**config.mk**
```make
export PLATFORM = sky130hd
export DESIGN_NAME = ps2_rx_ctrl
export DESIGN_NICKNAME = d
export VERILOG_FILES = /design/src/rtl/ps2_rx_ctrl.sv
export SDC_FILE = /design/constraint.sdc
export NUM_CORES = 1
export LEC_CHECK = 0
export ABC_AREA = 1
export ABC_CLOCK_PERIOD_IN_PS = 7310
export BUFFER_PORTS_ARGS = -buffer_cell sky130_fd_sc_hd__buf_4
export CORE_MARGIN = 2
export CORE_UTILIZATION = 48
export DETAILED_ROUTE_END_ITERATION = 8
export GPL_TIMING_DRIVEN = 1
export PLACE_DENSITY = 0.62
export REMOVE_ABC_BUFFERS = 1
export SYNTH_ARGS = -nofsm -noshare
export SYNTH_HDL_FRONTEND = slang
export SYNTH_SLANG_ARGS = --single-unit
```
**constraint.sdc**
```tcl
create_clock -name FPGAClk -period 7.31 [get_ports FPGAClk]
set_clock_uncertainty 0.1 [all_clocks]
set_input_delay 1.0965 -clock FPGAClk [delete_from_list [all_inputs] [get_ports FPGAClk]]
set_output_delay 1.0965 -clock FPGAClk [all_outputs]
set_load 0.005 [all_outputs]
```
**src/rtl/ps2_rx_ctrl.sv**
```systemverilog
// ps2_rx_ctrl: PS/2 receive path -- pad synchronizers, frame FSM, E0/F0 prefix strip, FWFT event FIFO.
// Define PS2_RX_TYPEMATIC_FILTER_EN to suppress repeated make codes from key auto-repeat.
module ps2_rx_ctrl #(
  parameter int FIFO_DEPTH  = 8,
  parameter int SYNC_STAGES = 2,
  parameter int TIMEOUT_CYC = 50000
) (
  input  logic                          FPGAClk,
  input  logic                          rst,
  input  logic                          PS2Clk,
  input  logic                          datain,
  output logic                          ev_valid,
  input  logic                          ev_ready,
  output logic [7:0]                    ev_code,
  output logic                          ev_break,
  output logic                          ev_ext,
  output logic                          frame_err,
  output logic                          overflow,
  output logic [$clog2(FIFO_DEPTH):0]   fifo_count
);
  localparam int AW = $clog2(FIFO_DEPTH);
  localparam int CW = AW + 1;
  localparam int TW = $clog2(TIMEOUT_CYC + 1);
  localparam logic [TW-1:0] TMO_LAST = TW'(TIMEOUT_CYC - 1);
  localparam logic [CW-1:0] CNT_FULL = CW'(FIFO_DEPTH);

  typedef enum logic [1:0] {IDLE = 2'd0, DATA = 2'd1, PARITY = 2'd2, STOP = 2'd3} state_t;

  logic [SYNC_STAGES-1:0] clk_sync_q, clk_sync_d, data_sync_q, data_sync_d;
  logic                   clk_prev_q, clk_prev_d;
  logic                   fe_s, bit_s;
  state_t                 state_q, state_d;
  logic [2:0]             bitcnt_q, bitcnt_d;
  logic [7:0]             shift_q, shift_d;
  logic                   par_q, par_d;
  logic [TW-1:0]          tmo_q, tmo_d;
  logic                   byte_done_q, byte_done_d;
  logic                   frame_err_q, frame_err_d;
  logic                   ext_flag_q, ext_flag_d, brk_flag_q, brk_flag_d;
  logic                   cand_s, push_s, pop_s, full_s, wr_s;
  logic [9:0]             mem_q [FIFO_DEPTH];
  logic [9:0]             mem_d [FIFO_DEPTH];
  logic [AW-1:0]          wr_ptr_q, wr_ptr_d, rd_ptr_q, rd_ptr_d;
  logic [CW-1:0]          count_q, count_d;
  logic                   overflow_q, overflow_d;

  assign clk_sync_d  = {clk_sync_q[SYNC_STAGES-2:0], PS2Clk};
  assign data_sync_d = {data_sync_q[SYNC_STAGES-2:0], datain};
  assign clk_prev_d  = clk_sync_q[SYNC_STAGES-1];
  assign fe_s        = clk_prev_q & ~clk_sync_q[SYNC_STAGES-1];
  assign bit_s       = data_sync_q[SYNC_STAGES-1];

  // Frame sequencer and inactivity timeout; a falling edge always wins over a timeout.
  always_comb begin
    state_d     = state_q;
    bitcnt_d    = bitcnt_q;
    shift_d     = shift_q;
    par_d       = par_q;
    byte_done_d = 1'b0;
    frame_err_d = 1'b0;
    tmo_d       = (fe_s || state_q == IDLE) ? '0 : tmo_q + TW'(1);
    if (fe_s) begin
      case (state_q)
        IDLE: begin
          if (!bit_s) begin
            state_d  = DATA;
            bitcnt_d = 3'd0;
          end else begin
            frame_err_d = 1'b1;
          end
        end
        DATA: begin
          shift_d  = {bit_s, shift_q[7:1]};
          bitcnt_d = bitcnt_q + 3'd1;
          state_d  = (bitcnt_q == 3'd7) ? PARITY : DATA;
        end
        PARITY: begin
          par_d   = bit_s;
          state_d = STOP;
        end
        STOP: begin
          if ((^{shift_q, par_q}) && bit_s) begin
            byte_done_d = 1'b1;
          end else begin
            frame_err_d = 1'b1;
          end
          state_d = IDLE;
        end
        default: state_d = IDLE;
      endcase
    end else if (state_q != IDLE && tmo_q == TMO_LAST) begin
      frame_err_d = 1'b1;
      state_d     = IDLE;
    end else begin
      state_d = state_q;
    end
  end

  // Prefix bytes only set flags; any error forgets a half-seen prefix.
  always_comb begin
    ext_flag_d = ext_flag_q;
    brk_flag_d = brk_flag_q;
    cand_s     = 1'b0;
    if (frame_err_d) begin
      ext_flag_d = 1'b0;
      brk_flag_d = 1'b0;
    end else if (byte_done_q) begin
      if (shift_q == 8'hE0) begin
        ext_flag_d = 1'b1;
      end else if (shift_q == 8'hF0) begin
        brk_flag_d = 1'b1;
      end else begin
        cand_s     = 1'b1;
        ext_flag_d = 1'b0;
        brk_flag_d = 1'b0;
      end
    end else begin
      cand_s = 1'b0;
    end
  end

`ifdef PS2_RX_TYPEMATIC_FILTER_EN
  logic       lm_valid_q, lm_valid_d, lm_ext_q, lm_ext_d;
  logic [7:0] lm_code_q, lm_code_d;
  logic       repeat_s;

  assign repeat_s = lm_valid_q && (lm_ext_q == ext_flag_q) && (lm_code_q == shift_q);

  // Drop auto-repeated makes; a matching break re-arms the next make.
  always_comb begin
    lm_valid_d = lm_valid_q;
    lm_ext_d   = lm_ext_q;
    lm_code_d  = lm_code_q;
    push_s     = cand_s;
    if (cand_s && !brk_flag_q) begin
      if (repeat_s) begin
        push_s = 1'b0;
      end else begin
        lm_valid_d = 1'b1;
        lm_ext_d   = ext_flag_q;
        lm_code_d  = shift_q;
      end
    end else if (cand_s && repeat_s) begin
      lm_valid_d = 1'b0;
    end else begin
      push_s = cand_s;
    end
  end

  // Last-make register.
  always_ff @(posedge FPGAClk or negedge rst) begin
    if (!rst) begin
      lm_valid_q <= 1'b0;
      lm_ext_q   <= 1'b0;
      lm_code_q  <= 8'h00;
    end else begin
      lm_valid_q <= lm_valid_d;
      lm_ext_q   <= lm_ext_d;
      lm_code_q  <= lm_code_d;
    end
  end
`else
  assign push_s = cand_s;
`endif

  assign pop_s  = (count_q != '0) && ev_ready;
  assign full_s = (count_q == CNT_FULL);
  assign wr_s   = push_s && (!full_s || pop_s);

  // FIFO bookkeeping: a push into a full FIFO survives only if the head leaves in the same cycle.
  always_comb begin
    mem_d      = mem_q;
    wr_ptr_d   = wr_ptr_q + AW'(wr_s);
    rd_ptr_d   = rd_ptr_q + AW'(pop_s);
    overflow_d = overflow_q | (push_s & full_s & ~pop_s);
    if (wr_s) begin
      mem_d[wr_ptr_q] = {ext_flag_q, brk_flag_q, shift_q};
    end else begin
      mem_d[wr_ptr_q] = mem_q[wr_ptr_q];
    end
    case ({wr_s, pop_s})
      2'b10:   count_d = count_q + CW'(1);
      2'b01:   count_d = count_q - CW'(1);
      default: count_d = count_q;
    endcase
  end

  // State registers; synchronizers idle high.
  always_ff @(posedge FPGAClk or negedge rst) begin
    if (!rst) begin
      clk_sync_q  <= '1;
      data_sync_q <= '1;
      clk_prev_q  <= 1'b1;
      state_q     <= IDLE;
      bitcnt_q    <= 3'd0;
      shift_q     <= 8'h00;
      par_q       <= 1'b0;
      tmo_q       <= '0;
      byte_done_q <= 1'b0;
      frame_err_q <= 1'b0;
      ext_flag_q  <= 1'b0;
      brk_flag_q  <= 1'b0;
      wr_ptr_q    <= '0;
      rd_ptr_q    <= '0;
      count_q     <= '0;
      overflow_q  <= 1'b0;
      for (int i = 0; i < FIFO_DEPTH; i++) mem_q[i] <= 10'h000;
    end else begin
      clk_sync_q  <= clk_sync_d;
      data_sync_q <= data_sync_d;
      clk_prev_q  <= clk_prev_d;
      state_q     <= state_d;
      bitcnt_q    <= bitcnt_d;
      shift_q     <= shift_d;
      par_q       <= par_d;
      tmo_q       <= tmo_d;
      byte_done_q <= byte_done_d;
      frame_err_q <= frame_err_d;
      ext_flag_q  <= ext_flag_d;
      brk_flag_q  <= brk_flag_d;
      wr_ptr_q    <= wr_ptr_d;
      rd_ptr_q    <= rd_ptr_d;
      count_q     <= count_d;
      overflow_q  <= overflow_d;
      mem_q       <= mem_d;
    end
  end

  assign ev_valid                      = (count_q != '0);
  assign {ev_ext, ev_break, ev_code}   = mem_q[rd_ptr_q];
  assign frame_err                     = frame_err_q;
  assign overflow                      = overflow_q;
  assign fifo_count                    = count_q;

endmodule
```
* After elaboration in Yosys (flattened, before gate mapping)
Cells that the tools add are included. Widths: inputs -> output; s select.
Word-level totals: flip-flop bits (word level) 130, output and inout port bits 17, input bits 5, logic and storage cells 117
Operators by class: bitwise logic cells 8, $lt $le $gt $ge 3, reductions and logical operators 22, add/sub/neg operators 6, equal/unequal tests 14, muxes and demuxes 40
Operators with widths (number):
- $bwmux 80 | 2
- $mux 80 | 1
- $bmux 10 s3 | 2
- $mux 10 | 5
- $demux 10 s3 | 1
- $mux 1 | 19
- $add 16x1->16 const B | 1
- $eq 16x16->1 const B | 1
- $eq 8x8->1 const B | 2
- $mux 16 | 1
- $reduce_and 2->1 | 5
- $reduce_bool 2->1 | 5
- $reduce_xor 9->1 | 1
- $ge 4x4->1 const B | 2
- $mux 2 | 4
- $not 3->4 | 2
- $pmux 2 s4 | 1
- $pmux 4 s2 | 1
- $add 3x1->3 | 2
- $eq 2x2->1 const B | 3
- $ne 3x3->1 const B | 2
- $pmux 3 s2 | 1
- $logic_and 1x1->1 | 5
- $add 4x1->4 const B | 1
- 17 further kinds | 23

* Longest topological paths before layout
Gate-level depths: netlist of run 1.
depth in word-level cells 9, depth in mapped cells 24, gate-level depth less buffers 22

* Worst setup path before layout of run 1
Ideal clock, no wire load.
kind input -> register, start point input ev_ready, end point register count_q[2], in the netlist fifo_count[2], buffers on the path 2, data arrival time 2636 ps, stages on the path 14, library setup time 119 ps, data required time 7091 ps, setup slack 4455 ps, cells stage by stage inv_1 -> nand4_1 -> buf_2 -> nand3_4 -> buf_6 -> ha_1 -> nand2_1 -> inv_1 -> nor2_1 -> ha_1 -> a21oi_1 -> a21oi_1 -> o21ai_0 -> o21a_1
Between the ends: word-level cells in the longest chain between the ends 5, elaborated cells between the ends (all ways) 7, classes of those cells eq/ne: 2; mux: 1; reduce/logical: 4
Ends and longest elaborated chain:
- start, declared | line 13 | input logic ev_ready,
- $logic_and 1x1->1 (*) | line 166 | assign pop_s = (count_q != '0) && ev_ready;
- $logic_or 1x1->1 | line 168 | assign wr_s = push_s && (!full_s || pop_s);
- $logic_and 1x1->1 | line 168
- $eq 2x1->1 or $eq 2x2->1 (tied branches) | line 181 | case ({wr_s, pop_s})
- $pmux 4 s2 or $reduce_bool 2->1 (tied branches)
- end signal, assigned | line 223 | count_q <= count_d;
- end, declared | line 44 | logic [CW-1:0] count_q, count_d;
Mark *: on every way between the ends. The rest lies on a longest branch, timed or not. A chain may end at the register's enable or synchronous reset.

* Final worst setup path of run 1
start point register rd_ptr_q[1], end point output ev_code[6]
Between the ends: word-level cells in the longest chain between the ends 4
Ends and longest elaborated chain:
- start, declared | line 43 | logic [AW-1:0] wr_ptr_q, wr_ptr_d, rd_ptr_q, rd_ptr_d;
- start signal, assigned | line 222 | rd_ptr_q <= rd_ptr_d;
- $not 3->4 (not written as such) | line 230 | assign {ev_ext, ev_break, ev_code} = mem_q[rd_ptr_q];
- $bmux 10 s3 | line 230
- $mux 10 (not written as such) (2 in a row) | line 230
- end, declared | line 14 | output logic [7:0] ev_code,
No other way between the ends. The select of a mux whose other input is x is not followed.

==> results of run 1 <==
cell type report:
type	instances	area (um^2)	area share [%]
clock buffers	23	488.0	5.528
clock inverters	9	201.4	2.282
inverters	129	484.2	5.485
multi-input cells	779	3867	43.81
flip-flops and latches	130	3259	36.92
well taps	220	275.3	3.118
repair buffers	33	251.5	2.849
cells in the mapped netlist:
cell type and n:
a21oi_1 42, a221oi_1 10, a31oi_1 11, buf_1 2, buf_2 7, buf_6 14, clkbuf_1 54, clkinv_1 5
dfrtp_1 125, dfstp_2 5, ha_1 15, inv_1 120, inv_2 4, mux2_2 1, nand2_1 218, nand2_2 21
nand2_4 1, nand3_1 81, nand3_2 20, nand3_4 1, nand4_1 85, nor2_1 196, nor3_1 6, nor3_2 1
nor4_1 3, o211ai_1 1, o21a_1 1, o21ai_0 49, o21ai_1 4, o21bai_1 1, o31ai_1 2, xnor2_1 4
xor2_1 5
cell usage in the layout, fill, tap and decap left out, types with 11 or more instances in the layout:
cell type,n
nand3_2,21
nand4_1,85
clkbuf_16,17
a31oi_1,11
a21oi_1,42
inv_1,120
o21ai_0,49
buf_4,32
dfrtp_1,125
nand2_1,218
ha_1,15
nand3_1,80
nand2_2,21
nor2_1,196
cell families after synthesis:
kind of cell    count (synthesis)  share of synthesized area [%]
simple gates                  633                          36.36
buf+inv                       206                          11.08
flops                         130                          40.72
compound gates                121                          8.363
fa+ha+maj                      15                          2.345
xor+xnor                        9                         0.9848
mux                             1                         0.1407
worst max-delay path, delay by kind of cell, from the launching register on:
| family | cells | cell delay, ps |
|---|---|---|
| buffers and inverters | 2 | 860 |
| flip-flops | 1 | 790 |
| AO/OA/AOI/OAI | 3 | 700 |
state kept, by name, summed over array words and instances (netlist names):
| register | count |
|---|---|
| bitcnt_q | 3 |
| brk_flag_q | 1 |
| byte_done_q | 1 |
| clk_prev_q | 1 |
| clk_sync_q | 2 |
| data_sync_q | 2 |
| ext_flag_q | 1 |
| fifo_count | 4 |
| frame_err | 1 |
| mem_q | 80 |
| overflow | 1 |
| par_q | 1 |
| rd_ptr_q | 3 |
| shift_q | 8 |
| state_q | 2 |
| tmo_q | 16 |
| wr_ptr_q | 3 |
report_power, final:
part	switching (uW)	internal [uW]	total, uW
registers	144	892	1040
clock network	313	676	990
logic	721	414	1140
total	1180	1980	3160
layer usage:
metal	track usage, %	vias to the layer above	wire, um
met3	4.642	29	984
met4	6.738	0	364
met2	38.66	191	9399
met1	29.98	3314	8764
li1	-	3586	-
met5	0	-	0
worst paths after layout:
path                                startpoint              to  slack (ps)  cells after the start
worst max-delay path               rd_ptr_q[1]      ev_code[6]        3330                      5
worst min-delay path            data_sync_q[0]  data_sync_q[1]         260                      0
worst max register to register        tmo_q[0]     wr_ptr_q[2]        3370                     14
worst min register to register  data_sync_q[0]  data_sync_q[1]         260                      0
max in group asynchronous                  rst        mem_q[7]        5230                      2
min in group asynchronous                  rst       mem_q[50]         600                      1
metrics by stage:
stage | setup TNS, ps | setup slack (ps)
floorplan | -1935 | -652.2
global placement | 0 | 3409
detailed placement | 0 | 3335
CTS | 0 | 3320
global route | 0 | 2930
finish | 0 | 3332
==> summary.md, run 1 <==
| Metric | Value |
|---|---|
| Status | complete, no violations |
| Syn. warnings | 0 |
| Final Core Density | 53.61% |
| Routed Wire Length | about 20 mm |
| Share of cells above drive strength 1 | between 10% and 20% |
| Leak | about 0.0044 uW |
| Drt first-iter violations | between 600 and 700 |
| Mapped Cells | about 1.1k |
| Worst EP required | 6110 ps |
| Synth area leaders | dfrtp_1, nand2_1, nor2_1 |
| Die Ht | between 100 and 150 um |
| Final setup viols | 0 |
| Placeable Area | between 0.015 and 0.02 mm^2 |
| PortBufs | 21 |
| Synth cell types | 33 |
| Fin. max-slew vios | 0 |
| Total Routing Usage GR | 22.90% |
| Clk buf depth | 2 |
| Worst-Skew Late Latency | 420 ps |
| DRC violations left | 0 |
| Number of buffers created by CTS | 17 |
| PD cells | roughly 360 mW/mm^2 |
| Largest net degree at the start of global routing | a little under 90 |
| Placed Cells | approximately 1.3k |
| Setup Buffers After CTS | 0 |
| Crit Path Category | flop to output port |
| Max Fclk | 0.2514 GHz |
| Placed cell areas | just over 0.008 mm^2 |
| Sequential fraction of the synthesis area | 40.72% |
| Final Hold Fails | 0 |
| Max stage delay on crit path | ~800 ps |
| VDD IR-drop max | roughly 0.21 mV |
| DRT antenna net count | 0 |
| First-pass GRT wire length | roughly 33 mm |
| Router iterations before antenna repair | 6 |
| RSZ-0062 raised after global routing | no |
| Initial antenna violation count | 0 |
| Detailed-route wire length per cell | between 10 and 15 um |
| CTS Root Cell | clkbuf_16 |
| Yosys top cell area share | slightly below 40% |
| Min Tclk post-route | a little under 4000 ps |
| Mapped cell area | about 0.0080 mm^2 |
| Critical path peak fanout | 30 |
| Post-cts repair resize count | 0 |
| RePlAce Congestion | 0.7801 |
| Starting density of the core | slightly below 50% |
| HPWL after DPL | 11.14 mm |
| Hold Path Class | flop to flop |
| GRT Residual Overflow | 0 |
| Yosys reg bits | 130 |
| Syn Area/Cell | 7.178 um^2 |
| Die ar. | 0.01772 mm^2 |
| Via count | 7120 |
| Row count | 47 |
| Cell Chain, Critical Path | inv_1, a21oi_1, a221oi_1, a31oi_1, buf_4 |
| CTS Hold Bufs | 0 |
| Design Area, Final | just under 0.009 mm^2 |
| Num Clock Sinks | 130 |
| Nets@finish | ~1.1k |
| # IOs | 22 |
| H-tree depth | 4 |
| Filler cells | about 1.6k |
| Top cell type by total area after synthesis | dfrtp_1 |
| Worst-path clk slew | 60 ps |
| Hold WS | around 260 ps |
| Clock tree from TritonCTS | yes |
| Crit path launch type | flop |
| # diodes | 0 |
| Vias/cell | roughly 5.4 |
| Design Power | around 3200 uW |
| Final Cycle Share | approximately 54% |
| Die width | about 130 um |
| Post-Layout Cell Count | 1323 |
| CP arrival | between 2000 and 3000 ps |
| MaxCap Viol Count | 0 |
| Slowest-stage cell, CP | dfrtp_1 |
| Area grow syn2layout | 10.29% |
| Worst slew pin tran | 1104 ps |
| Slew HR | about a quarter |
| Worst Setup End Kind | output port |
| Number of global-route vias before repair | 6599 |
Power figures use the tool's default switching activity.
==> inputs of run 2 (changes only) <==
--- a/config.mk
+++ b/config.mk
@@ -6,7 +6,7 @@
 export NUM_CORES = 1
 export LEC_CHECK = 0
 export ABC_AREA = 1
-export ABC_CLOCK_PERIOD_IN_PS = 7310
+export ABC_CLOCK_PERIOD_IN_PS = 3700
 export BUFFER_PORTS_ARGS = -buffer_cell sky130_fd_sc_hd__buf_4
 export CORE_MARGIN = 2
 export CORE_UTILIZATION = 48
==> constraint.sdc (replaced) <==
create_clock -name FPGAClk -period 3.7 [get_ports FPGAClk]
set_clock_uncertainty 0.1 [all_clocks]
set_input_delay 0.555 -clock FPGAClk [delete_from_list [all_inputs] [get_ports FPGAClk]]
set_output_delay 0.555 -clock FPGAClk [all_outputs]
set_load 0.005 [all_outputs]
==> run 2 against run 1 <==
Clock power grew 110%. Final cell count grew 0.53%. Worst hold slack lost 110 ps. Flip-flop and latch count is the same. Via count grew 0.11%. Power grew 100%. Non-clock buffer count grew 7. Utilization grew 0.46 points. Highest routed layer unchanged. Critical path depth grew 5. Register-to-register slack lost 2500 ps. First-iteration DRC count shrank 21%.
==> summary.md, run 2 (synthesized netlist as in run 1, its figures left out) <==
| Metric | Value |
|---|---|
| Status | complete, no violations |
| VDD IR-drop max | roughly 0.41 mV |
| MaxCap Viol Count | 0 |
| Final setup viols | 0 |
| Post-cts repair resize count | 0 |
| PortBufs | 21 |
| Routed Wire Length | 20.29 mm |
| Fin Setup TNS | 0 ps |
| Die width | roughly 130 um |
| Initial antenna violation count | 0 |
| Clk buf depth | 2 |
| Hold WS | between 100 and 150 ps |
| Placeable Area | approximately 0.016 mm^2 |
| DRC violations left | 0 |
| Min Tclk post-route | between 2000 and 3000 ps |
| Total Routing Usage GR | roughly a quarter |
| Row count | 47 |
| CP arrival | between 3000 and 4000 ps |
| Vias/cell | about 5.4 |
| Commonest cells after routing, fill and taps aside | nand2_1, nor2_1, dfrtp_1, inv_1, nand4_1 |
| Detailed-route wire length per cell | 15.25 um |
| PD cells | 717.3 mW/mm^2 |
| Starting density of the core | roughly half |
| Num Clock Sinks | between 100 and 150 |
| Worst EP required | 3960 ps |
| # diodes | 0 |
| Final Hold Fails | 0 |
| Area grow syn2layout | 11.22% |
| Max stage delay on crit path | around 760 ps |
| RePlAce Congestion | roughly 0.85 |
| Die Ht | between 100 and 150 um |
| Worst slew pin tran | between 1000 and 1500 ps |
| Worst-path clk slew | around 60 ps |
| Max FFs per register | 80 |
| HPWL after DPL | roughly 11 mm |
| DP Worst Slack | roughly 850 ps |
| Leak | around 0.0044 uW |
| RSZ-0062 raised after global routing | no |
| Design Area, Final | approximately 0.0089 mm^2 |
| Via count | 7128 |
| Router iterations before antenna repair | 7 |
| Fin. max-slew vios | 0 |
| Number of buffers created by CTS | 17 |
| CTS Root Cell | clkbuf_16 |
| Clock tree from TritonCTS | yes |
| Top Registers | mem_q (80), tmo_q (16), shift_q (8) |
| H-tree depth | 4 |
| Share of cells above drive strength 1 | between 10% and 20% |
| Crit Path Category | flop to flop |
| Drt first-iter violations | between 500 and 600 |
| Critical path peak fanout | a little under 80 |
| Setup Buffers After CTS | 0 |
| Max Fclk | ~0.35 GHz |
| Hold Path Class | input pin to flop |
| GRT Residual Overflow | 0 |
| Largest net degree at the start of global routing | 97 |
| # IOs | 22 |
| Die ar. | roughly 0.018 mm^2 |
| Crit path launch type | flop |
| Most flops, register | mem_q |
| Worst-Skew Late Latency | 420 ps |
| Nets@finish | 1117 |
| First-pass GRT wire length | approximately 34 mm |
| Slew HR | approximately a third |
| CTS Hold Bufs | 0 |
| Placed cell areas | a little over 0.008 mm^2 |
| Worst path most repeated cell | nor3_2 |
| Most common cell after layout, fill and taps aside | nand2_1 |
| Worst Setup End Kind | flop |
| Final Cycle Share | between 70% and 80% |
| Number of global-route vias before repair | around 6.6k |
| Slowest-stage cell, CP | buf_4 |
| Post-route worst setup slack | 839.8 ps |
| DRT antenna net count | 0 |
| Cell Chain, Critical Path | inv_2, nand2_2, nor3_2, inv_1, nor4_1, nor3_2, nand3_4, buf_4, nand2_1, nand3_1 |
-- run 2: area by class of cell --
class	instances	area (um^2)
flip-flops and latches	130	3259
clock buffers	20	466.7
inverters	129	484.2
fillers	1548	7564
multi-input cells	779	3862
repair buffers	40	304.0
clock inverters	12	250.2
well taps	220	275.3
-- run 2: routing by layer --
metal	up-vias	wire length (um)	track usage (%)	share of wire, %
met3	19	963	4.604	4.7
met5	-	0	0	0
met1	3340	9338	31.84	46
li1	3603	-	-	-
met2	166	9649	40.36	48
met4	0	334	7.092	1.6
-- run 2: power breakdown --
group / total, uW / leakage, uW / switching (uW) / internal, uW
Clock: 2050 / 0.000339 / 662 / 1390
Combinational: 2310 / 0.00263 / 1470 / 843
Sequential: 2030 / 0.00146 / 264 / 1760
-- run 2: worst paths after layout --
| path | slack (ps) | end | depth (start not counted) | startpoint |
|---|---|---|---|---|
| min in group asynchronous | 150 | mem_q[34] | 1 | rst |
| max in group asynchronous | 2460 | data_sync_q[1] | 2 | rst |
| worst max-delay path | 840 | mem_q[56] | 10 | shift_q[1] |
| worst min-delay path | 140 | data_sync_q[0] | 1 | datain |
| worst min register to register | 250 | clk_sync_q[1] | 0 | clk_sync_q[0] |
| worst max register to register | 840 | mem_q[56] | 10 | shift_q[1] |
-- run 2: through the flow --
stage / power [uW] / utilization (%) / std cells
final: 6385 / 54.07 / 1330
after detailed placement: 4360 / 49.71 / 1298
after global routing: 6826 / 54.07 / 1330
after floorplan: 3501 / - / 1038
after CTS: 6435 / 54.07 / 1330
after global placement: 4325 / 49.71 / 1298
-- run 2: worst max-delay path: cells and delay by family (launching register included) --
family	cells	cell delay, ps
buffers and inverters	3	1000
DFF	1	410
and+or+nand+nor	7	1200
